## src/rtl/fb_write_arbiter.sv

```systemverilog
// Framebuffer write-port arbiter: round-robin sharing of the RAM write port
// among paddle, ball and score requesters, plus a full-frame clear sequencer.
module fb_write_arbiter #(
  parameter int AW      = 15,
  parameter int DW      = 3,
  parameter int FB_SIZE = 21120
) (
  input  logic          clk,
  input  logic          rst,
  input  logic [2:0]    req,
  input  logic [AW-1:0] addr0,
  input  logic [AW-1:0] addr1,
  input  logic [AW-1:0] addr2,
  input  logic [DW-1:0] data0,
  input  logic [DW-1:0] data1,
  input  logic [DW-1:0] data2,
  output logic [2:0]    gnt,
  input  logic          clr_start,
  input  logic [DW-1:0] clr_color,
  output logic          clr_busy,
  output logic          clr_done,
  output logic [AW-1:0] mem_addr,
  output logic [DW-1:0] mem_data,
  output logic          mem_we
);

  localparam logic [AW-1:0] LAST_ADDR = AW'(FB_SIZE - 1);

  typedef enum logic {ARB, CLEAR} state_t;

  state_t        state_q, state_d;
  logic [2:0]    gnt_q, gnt_d;
  logic          mem_we_q, mem_we_d;
  logic [AW-1:0] mem_addr_q, mem_addr_d;
  logic [DW-1:0] mem_data_q, mem_data_d;
  logic          clr_busy_q, clr_busy_d;
  logic          clr_done_q, clr_done_d;
  logic [1:0]    last_q, last_d;
  logic [AW-1:0] cnt_q, cnt_d;
  logic [DW-1:0] color_q, color_d;

  logic [2:0]    eligible;
  logic [1:0]    first, second, third, pick;

  // Round-robin pick: scan eligible requesters starting after the last winner,
  // masking last cycle's winner so every grant gets a turnaround cycle.
  always_comb begin
    eligible = req & ~gnt_q;
    case (last_q)
      2'd0:    begin first = 2'd1; second = 2'd2; third = 2'd0; end
      2'd1:    begin first = 2'd2; second = 2'd0; third = 2'd1; end
      default: begin first = 2'd0; second = 2'd1; third = 2'd2; end
    endcase
    if (eligible[first])       pick = first;
    else if (eligible[second]) pick = second;
    else                       pick = third;
  end

  // Next-state logic for arbitration and the clear sweep.
  always_comb begin
    state_d    = state_q;
    gnt_d      = 3'b000;
    mem_we_d   = 1'b0;
    mem_addr_d = mem_addr_q;
    mem_data_d = mem_data_q;
    clr_busy_d = 1'b0;
    clr_done_d = 1'b0;
    last_d     = last_q;
    cnt_d      = cnt_q;
    color_d    = color_q;
    case (state_q)
      ARB: begin
        if (clr_start) begin
          state_d = CLEAR;
          color_d = clr_color;
          cnt_d   = '0;
        end else if (eligible != 3'b000) begin
          gnt_d    = 3'b001 << pick;
          mem_we_d = 1'b1;
          last_d   = pick;
          case (pick)
            2'd0:    begin mem_addr_d = addr0; mem_data_d = data0; end
            2'd1:    begin mem_addr_d = addr1; mem_data_d = data1; end
            default: begin mem_addr_d = addr2; mem_data_d = data2; end
          endcase
        end
      end
      CLEAR: begin
        if (clr_busy_q && (mem_addr_q == LAST_ADDR)) begin
          state_d    = ARB;
          clr_done_d = 1'b1;
        end else begin
          mem_we_d   = 1'b1;
          clr_busy_d = 1'b1;
          mem_addr_d = cnt_q;
          mem_data_d = color_q;
          if (cnt_q != LAST_ADDR) cnt_d = cnt_q + 1'b1;
        end
      end
      default: state_d = ARB;
    endcase
  end

  // State and registered outputs; reset leaves requester 0 first in line.
  always_ff @(posedge clk or posedge rst) begin
    if (rst) begin
      state_q    <= ARB;
      gnt_q      <= 3'b000;
      mem_we_q   <= 1'b0;
      mem_addr_q <= '0;
      mem_data_q <= '0;
      clr_busy_q <= 1'b0;
      clr_done_q <= 1'b0;
      last_q     <= 2'd2;
      cnt_q      <= '0;
      color_q    <= '0;
    end else begin
      state_q    <= state_d;
      gnt_q      <= gnt_d;
      mem_we_q   <= mem_we_d;
      mem_addr_q <= mem_addr_d;
      mem_data_q <= mem_data_d;
      clr_busy_q <= clr_busy_d;
      clr_done_q <= clr_done_d;
      last_q     <= last_d;
      cnt_q      <= cnt_d;
      color_q    <= color_d;
    end
  end

  assign gnt      = gnt_q;
  assign mem_we   = mem_we_q;
  assign mem_addr = mem_addr_q;
  assign mem_data = mem_data_q;
  assign clr_busy = clr_busy_q;
  assign clr_done = clr_done_q;

endmodule

```

## config.mk

```make
export PLATFORM = sky130hd
export DESIGN_NAME = fb_write_arbiter
export DESIGN_NICKNAME = d
export VERILOG_FILES = /design/src/rtl/fb_write_arbiter.sv
export SDC_FILE = /design/constraint.sdc
export NUM_CORES = 1
export LEC_CHECK = 0
export CORE_MARGIN = 10
export CORE_UTILIZATION = 40
export CTS_CLUSTER_DIAMETER = 60
export DETAILED_ROUTE_END_ITERATION = 8
export PLACE_DENSITY = 0.71
export SYNTH_ARGS = -nofsm -noshare
export SYNTH_HDL_FRONTEND = slang
export SYNTH_SLANG_ARGS = --single-unit
```

## constraint.sdc

```tcl
create_clock -name clk -period 3.28 [get_ports clk]
set_input_delay 0.656 -clock clk [delete_from_list [all_inputs] [get_ports clk]]
set_output_delay 0.656 -clock clk [all_outputs]
set_load 0.02 [all_outputs]
```

# == Word-level counts from Yosys, hierarchy flattened ==
# Index checks and enable logic that the tools add are counted.
# op_classes
add_sub_neg,1
magnitude_cmp,2
mux,35
n_reduce_logical,8
bitwise_logic,4
shifts,1
eq_ne,9
# ops
cell,count
$mux 15,6
$pmux 15 s2,3
$mux 3,6
$add 15x1->15 const B,1
$eq 15x15->1 const B,1
$ne 15x15->1 const B,1
$pmux 2 s2,3
$pmux 3 s2,2
$mux 1,9
$reduce_and 3->1,3
$ne 2x2->1 const B,4
$lt 2x3->1 const B,2
$bmux 1 s2,2
$eq 2x1->1 const B,2
$logic_not 2->1,2
$mux 2,2
$pmux 1 s2,2
$and 3x3->3,1
$not 3->3,1
$reduce_bool 3->1,1
$shl 1x2->3 const A,1
$ne 2x1->1 const B,1
$not 1->1,2
$reduce_and 2->1,1
$logic_and 1x1->1,1
# word_totals
ff_bits,45
input_bits,63
output_inout_bits,24
elab_cells,70

# == Longest topological paths before layout ==
# Gate-level depths: netlist (run 1).
# depth
ltp_word,11
ltp_mapped,8
depth_no_buf,6

# == Least setup slack after synthesis (run 1) ==
# OpenSTA, ideal clock, no wires.
# synth_timing
path_type,input to register
startpoint,in req[1]
endpoint,"reg mem_data_q[1], in the netlist mem_data[1]"
setup_time_ns,0.095
slack_ns,1.159
t_required_ns,3.185
stages,6
t_arrival_ns,2.025
n_path_buf,1
path_cell_list,nor2b_1 -> or4_1 -> o21ai_2 -> buf_2 -> a2111oi_0 -> o31ai_1
# synth_via
elab_chain_cells,10
elab_cells_between_ends,16
classes_between,eq/ne (2); mux (10); bitwise (1); reduce/logical (3)
# synth_rtl
element,line,rtl
start: declaration,10,"input logic [2:0] req,"
$and 3x3->3 *,48,eligible = req & ~gnt_q;
$bmux 1 s2,55,else if (eligible[second]) pick = second;
$mux 1 (not written as such),55,
$mux 2,55,
$mux 2,54,if (eligible[first]) pick = first;
$eq 2x1->1 or $logic_not 2->1 (tied branches),81,case (pick)
$pmux 3 s2,81,
$mux 3,77,end else if (eligible != 3'b000) begin
$mux 3,73,if (clr_start) begin
$pmux 3 s2,71,case (state_q)
end signal: assignment,122,mem_data_q <= mem_data_d;
end: declaration,35,"logic [DW-1:0] mem_data_q, mem_data_d;"
# Every way passes the cells marked *; elsewhere a longest branch is shown, timed or not. The select of a mux whose other input is x is not followed.
# A chain may end at the register's enable or synchronous reset.

# == Worst setup path in the final report (run 1) ==
# layout_timing
startpoint,in req[1]
endpoint,"reg mem_data_q[2], in the netlist mem_data[2]"
# Same word-level chain as after synthesis.

==> qor.txt, run 1 <==
CP endpoint kind - register
Setup violations, final - 0
R2R setup slack - 740 ps
Highest Clock Rate - 0.3621 GHz
HPWL after detailed placement - 7302 um
crit path to - mem_data[2]
final WL - 9299 um
DR WL met2 - 4623 um
Post-synth top cells - 44 x dfrtp_1, 37 x nand2_1, 28 x o31ai_1
Final Hold Viols - 0
n_diodes - 0
GPL Wtd Cong - 0.8083
share of layout cells above drive strength 1 - 11.69%
Worst Reg-to-Reg Cells - 6
Leak - 1.579 nW
Post-Syn Area per Cell - 9.247 sq um
Pwr Density - 449.0 mW/mm^2
count leader, synth - dfrtp_1
YS warnings - 0
Yosys top cell by area - dfrtp_1
final clock skew - 16.53 ps
CTS tree - done
Data arrival, critical path - 2960 ps
crit path time final - 2762 ps
met1 wire length - 4142 um
H-tree levels - 2
Yosys top cell area share - 37.80%
number of DRC violations after detailed-routing iteration 0 - 143
Slew Viols, Final - 0
Worst Tran Pin Value - 734.8 ps
Max-Cap Viols - 0
Critical Path Source Type - primary input
Setup CP Type - primary input to register
reg2reg end - mem_data[2]
r2r startpoint - last_q[1]
worst min-delay path category - register to register
synthesized cell area - 0.002913 sq mm
DR WL/cell - 18.56 um
sequential area share after synthesis - 38.70%
status - finished, final reports clean
DIE HEIGHT - 105.3 um
1st-pass router iterations - 5
Gate Count Post-Synth - 315
#FFs+latches synth - 45
post-CTS sizing - 0
Synth area leaders - dfrtp_1 38%, o31ai_1 7.2%, nor2b_1 5.2%, a21o_1 4.9%, nand2_1 4.8%
RSZ-0062 raised after global routing - no
core area - 0.007176 sq mm
number of hold buffers added after cts - 0
Post-CTS Setup Inserts - 0
Starting Density - 40.59%
Nets - 465
Syn Nets - 379
CTS root buffer - clkbuf_8
Netlist cell types - 53
number of synthesized flops with an enable pin - 0
period utilization - 84.20%
GR Overflow Total - 0
largest net degree at the start of global routing - 33
vias per cell - 5.579
initial antenna violation count - 0
residual DRC count - 0
setup total negative slack - 0 ps
Clock Path Buffers - 2
routed vias - 2795
row cnt - 31
Slew HR - 49.75%
GRT Total Usage - 16.69%
commonest register cell after synthesis - dfrtp_1
Die Width - 105.3 um
post-route ant nets - 0
clk slew on worst S/H paths - 100 ps
total clock sinks - 45
max layer used - met4
clk_lat worst skew - 310 ps
CTS Buf Count - 5
die area - 0.01110 sq mm
P&R area growth vs syn - 37.50%
critical path peak fanout - 18
Layout Utilization - 55.82%
worst setup path startpoint - req[1]
Worst VDD drop - 0.1828 mV
I/O Pins - 87
asr flop ratio synth - 100.0%
Routed met3 length - 445 um
filler cell count - 656
vias in the first global route - 2897
first-pass GRT wire length - 15420 um
Worst Path Required - 3480 ps
PortBufs - 86
[critical path, cell delays in order]
cell and delay [ps]:
clkdlybuf4s50_1 420, nor2b_1 180, a22o_1 470, and3_1 290, a2111oi_0 650, buf_4 220, o31ai_1 70
[metal layers]
layer	vias to the layer above	global-route usage (%)
met5	-	0
met4	0	3.824
met3	7	3.471
met2	74	29.16
met1	1360	20.53
li1	1354	-
[flip-flops by register name (all words and copies together) (netlist names)]
signal    flops
clr_busy      1
state_q       1
mem_we        1
mem_addr     15
last_q        2
mem_data      3
cnt_q        15
color_q       3
gnt           3
clr_done      1
[worst min path at each step]
stage,cells past startpoint,from,slack (ps),end
6_report,2,color_q[0],480,color_q[0]
5_1_grt,2,color_q[0],520,color_q[0]
4_1_cts,2,color_q[0],490,color_q[0]
3_5_place_dp,2,color_q[0],470,color_q[0]
3_3_place_gp,2,color_q[0],460,color_q[0]
2_1_floorplan,2,color_q[0],450,color_q[0]
[power by group]
| part | internal (mW) | leakage [nW] | switching, mW |
|---|---|---|---|
| combinational | 0.277 | 0.951 | 0.319 |
| clock | 0.229 | 0.0585 | 0.209 |
| sequential | 0.650 | 0.570 | 0.115 |
| total | 1.16 | 1.58 | 0.643 |
[logic make-up after synthesis]
kind of cell / share of synthesized area [%]
AND/OR/NAND/NOR: 28.26
AO/OA/AOI/OAI: 26.85
flip-flops: 38.70
buffers and inverters: 4.896
multiplexers: 0.8590
adder cells (fa/ha/maj): 0.4295
[final cells by class]
cell class	count	area, sq um	area share [%]
multi-input combinational	244	1643	41.02
timing repair buffer	99	970.9	24.24
tap	99	123.9	3.093
clock buffer	5	68.82	1.718
clock inverter	3	43.79	1.093
sequential	45	1127	28.15
inverter	6	27.53	0.6873
[cells in the final DEF (no fill, tap or decap), drive strengths merged, types with 6 or more instances in the layout]
cell / synthesis / layout
a21oi: 13 / 13
nand2: 38 / 38
or4: 10 / 10
a2111oi: 18 / 18
o31ai: 28 / 28
dfrtp: 44 / 44
o21ai: 6 / 6
a21o: 19 / 19
clkdlybuf4s50: 0 / 86
and3: 19 / 19
buf: 10 / 13
nor2: 26 / 26
nor2b: 24 / 24
[through the flow]
stage               power (mW)  std cells  area (sq um)  setup slack, ps  hold WS [ps]
global placement         1.351        493          3892            198.1         462.3
floorplan                1.085        315          2913             1159         445.6
finish                   1.798        501          4005            518.4         483.4
detailed placement       1.370        493          3892            104.3         468.2
CTS                      1.805        501          4005            465.3         491.3
global route             1.901        501          4005            417.6         524.6
Power figures use the tool's default switching activity.
==> inputs of run 2 (changes only) <==
- PLACE_DENSITY: 0.71 -> 0.73
- clock period: 3.28 -> 2.4 ns (I/O delays scaled with it)
==> run 2 against run 1 <==
Net effect: worst hold slack gained 3.5 ps; clock skew down 3.2 ps; highest routed layer unchanged; non-clock buffer count up 20; critical path depth unchanged; sequential share of layout area fell by 1.3 points; die area stayed put; cell area grew 4.8%; via count is 2.9% higher; total power up 39%.
==> qor.txt, run 2 (same netlist as run 1, synthesis figures left out) <==
die area - 0.01110 sq mm (unchanged)
critical path peak fanout - 7 (-11)
PnR Total Power - 2.507 mW (+39%)
Leak - 1.677 nW (+6.2%)
crit path to - mem_addr[7]
Max-Cap Viols - 0 (unchanged)
H-tree levels - 2 (unchanged)
Worst Tran Pin Value - 575.7 ps (-159.1 ps)
CP cell instances - clkdlybuf4s50_1 > or3b_1 > a32oi_4 > buf_4 > nor2b_1 > a2111oi_2 > o31ai_1
Die Width - 105.3 um (unchanged)
status - finished, final reports clean
Nets - 485 (+4.3%)
Critical Path Source Type - primary input
dpl cells - 513 (+4.1%)
CP endpoint kind - register
HPWL after detailed placement - 7248 um (-0.74%)
post-route ant nets - 0 (unchanged)
most frequent cells in the layout - 86 x clkdlybuf4s50_1, 44 x dfrtp_1, 37 x nand2_1
R2R setup slack - 220 ps (-520 ps)
Worst VDD drop - 0.3446 mV (+89%)
CTS tree - done
commonest non-fill, non-tap cell in the layout - clkdlybuf4s50_1
routed vias - 2876 (+2.9%)
part of the power in registers - 41.6% (-1.0 points)
Slew Viols, Final - 0 (unchanged)
Setup violations, final - 0 (unchanged)
Worst Path Required - 2570 ps (-910 ps)
Final Hold Viols - 0 (unchanged)
clock share of power - 23.2% (-1.1 points)
CTS Buf Count - 5 (unchanged)
residual DRC count - 0 (unchanged)
clk slew on worst S/H paths - 80 ps (-20 ps)
Data arrival, critical path - 2460 ps (-500 ps)
Psw - 0.8800 mW (+37%)
Setup CP Type - primary input to register
vias in the first global route - 3071 (+6.0%)
number of DRC violations after detailed-routing iteration 0 - 167 (+17%)
final cell count without fillers - 521 (+4.0%)
slowest cell on the critical path - clkdlybuf4s50_1
crit path time final - 2296 ps
Highest Clock Rate - 0.4356 GHz
total clock sinks - 45 (unchanged)
GRT Total Usage - 16.56% (-0.14 points)
largest stage delay on the critical path - 490 ps (-160 ps)
Hold Slack - 486.9 ps (+3.467 ps)
switch share - 35.11% (-0.64 points)
Pwr Density - 596.9 mW/mm^2 (+33%)
worst min-delay path category - register to register
CTS root buffer - clkbuf_8
I/O Pins - 87 (unchanged)
Starting Density - 40.59% (unchanged)
core area - 0.007176 sq mm (unchanged)
Pint - 1.627 mW (+41%)
reg2reg end - cnt_q[7]
Comb power frac - 35.2% (+2.1 points)
clk_lat worst skew - 300 ps (about the same)
RSZ-0062 raised after global routing - no
period utilization - 95.65%
PnR worst setup slack - 104.4 ps (-414.0 ps)
final clock skew - 13.30 ps (-3.226 ps)
row cnt - 31 (unchanged)
PortBufs - 86 (unchanged)
largest net degree at the start of global routing - 46 (+39%)
share of layout cells above drive strength 1 - 16.82% (+5.1 points)
first-pass GRT wire length - 15460 um (+0.27%)
final WL - 9168 um (-1.4%)
DR WL/cell - 17.60 um (-5.2%)
vias per cell - 5.520 (-1.1%)
GR Overflow Total - 0 (unchanged)
Slew HR - 61.62% (+12 points)
n_diodes - 0 (unchanged)
initial antenna violation count - 0 (unchanged)
worst setup path startpoint - req[1]
DIE HEIGHT - 105.3 um (unchanged)
GPL Wtd Cong - 0.8508 (+5.3%)
P&R area growth vs syn - 44.16%
r2r startpoint - mem_addr[11]
Worst Reg-to-Reg Cells - 7 (+1)
Clock Path Buffers - 2 (unchanged)
1st-pass router iterations - 4 (-1)
post-place setup slack - -482.7 ps (-587.0 ps)
-- run 2: cell count changes in the layout (fill, tap and decap cells not counted), moves of 3 or more --
cell	delta
a2111oi_1	+3
a2111oi_2	+3
a2111oi_0	-7
buf_4	+20
-- run 2: how the worst min path moves through the flow --
| stage | depth (start not counted) | start | slack (ps) | end |
|---|---|---|---|---|
| 3_5_place_dp | 2 | color_q[0] | 470 | color_q[0] |
| 2_1_floorplan | 2 | color_q[0] | 450 | color_q[0] |
| 3_3_place_gp | 2 | color_q[0] | 460 | color_q[0] |
| 6_report | 2 | color_q[0] | 490 | color_q[0] |
| 5_1_grt | 2 | color_q[0] | 530 | color_q[0] |
| 4_1_cts | 2 | color_q[0] | 490 | color_q[0] |
-- run 2: final cells by class --
| cell class | count | area [sq um] |
|---|---|---|
| multi-input combinational | 244 | 1684 |
| fill | 625 | 2977 |
| timing repair buffer | 119 | 1121 |
| sequential | 45 | 1127 |
| clock inverter | 3 | 46.29 |
| clock buffer | 5 | 68.82 |
| inverter | 6 | 27.53 |
| tap | 99 | 123.9 |
-- run 2: critical path, delay by kind of cell --
family / cells / cell delay, ps
AND/OR/NAND/NOR: 2 / 470
AO/OA/AOI/OAI: 3 / 830
buffers and inverters: 2 / 690
-- run 2: power groups by stage --
stage          registers (mW)  logic, mW  clock network [mW]
6_report                 1.04      0.882               0.582
5_1_grt                  1.06      0.966               0.628
4_1_cts                  1.04      0.874               0.592
3_5_place_dp             1.05      0.870                   0
3_3_place_gp             1.05      0.844                   0
2_1_floorplan            1.07      0.410                   0
-- run 2: repair_timing --
| item | CTS | global route |
|---|---|---|
| hold buffers | 0 | 0 |
| endpoints found under the setup margin | 3 | 7 |
| gates resized for setup | 4 | 8 |
| buffers inserted | 0 | 0 |
| hold endpoints to repair | 0 | 0 |
-- run 2: routing by layer --
layer / vias up / track usage (%) / share of wire (%)
met5: - / 0 / 0
met4: 0 / 5.098 / 1.4
met3: 10 / 2.862 / 4.3
met2: 69 / 28.40 / 50
met1: 1397 / 20.67 / 45
li1: 1400 / - / -
-- run 2: through the flow --
step / TNS (ps) / util, % / area (sq um)
floorplan: 0 / - / 2913
global placement: -3039 / 56.34 / 4043
detailed placement: -3407 / 56.34 / 4043
CTS: 0 / 58.06 / 4167
global route: 0 / 58.52 / 4199
finish: 0 / 58.52 / 4199
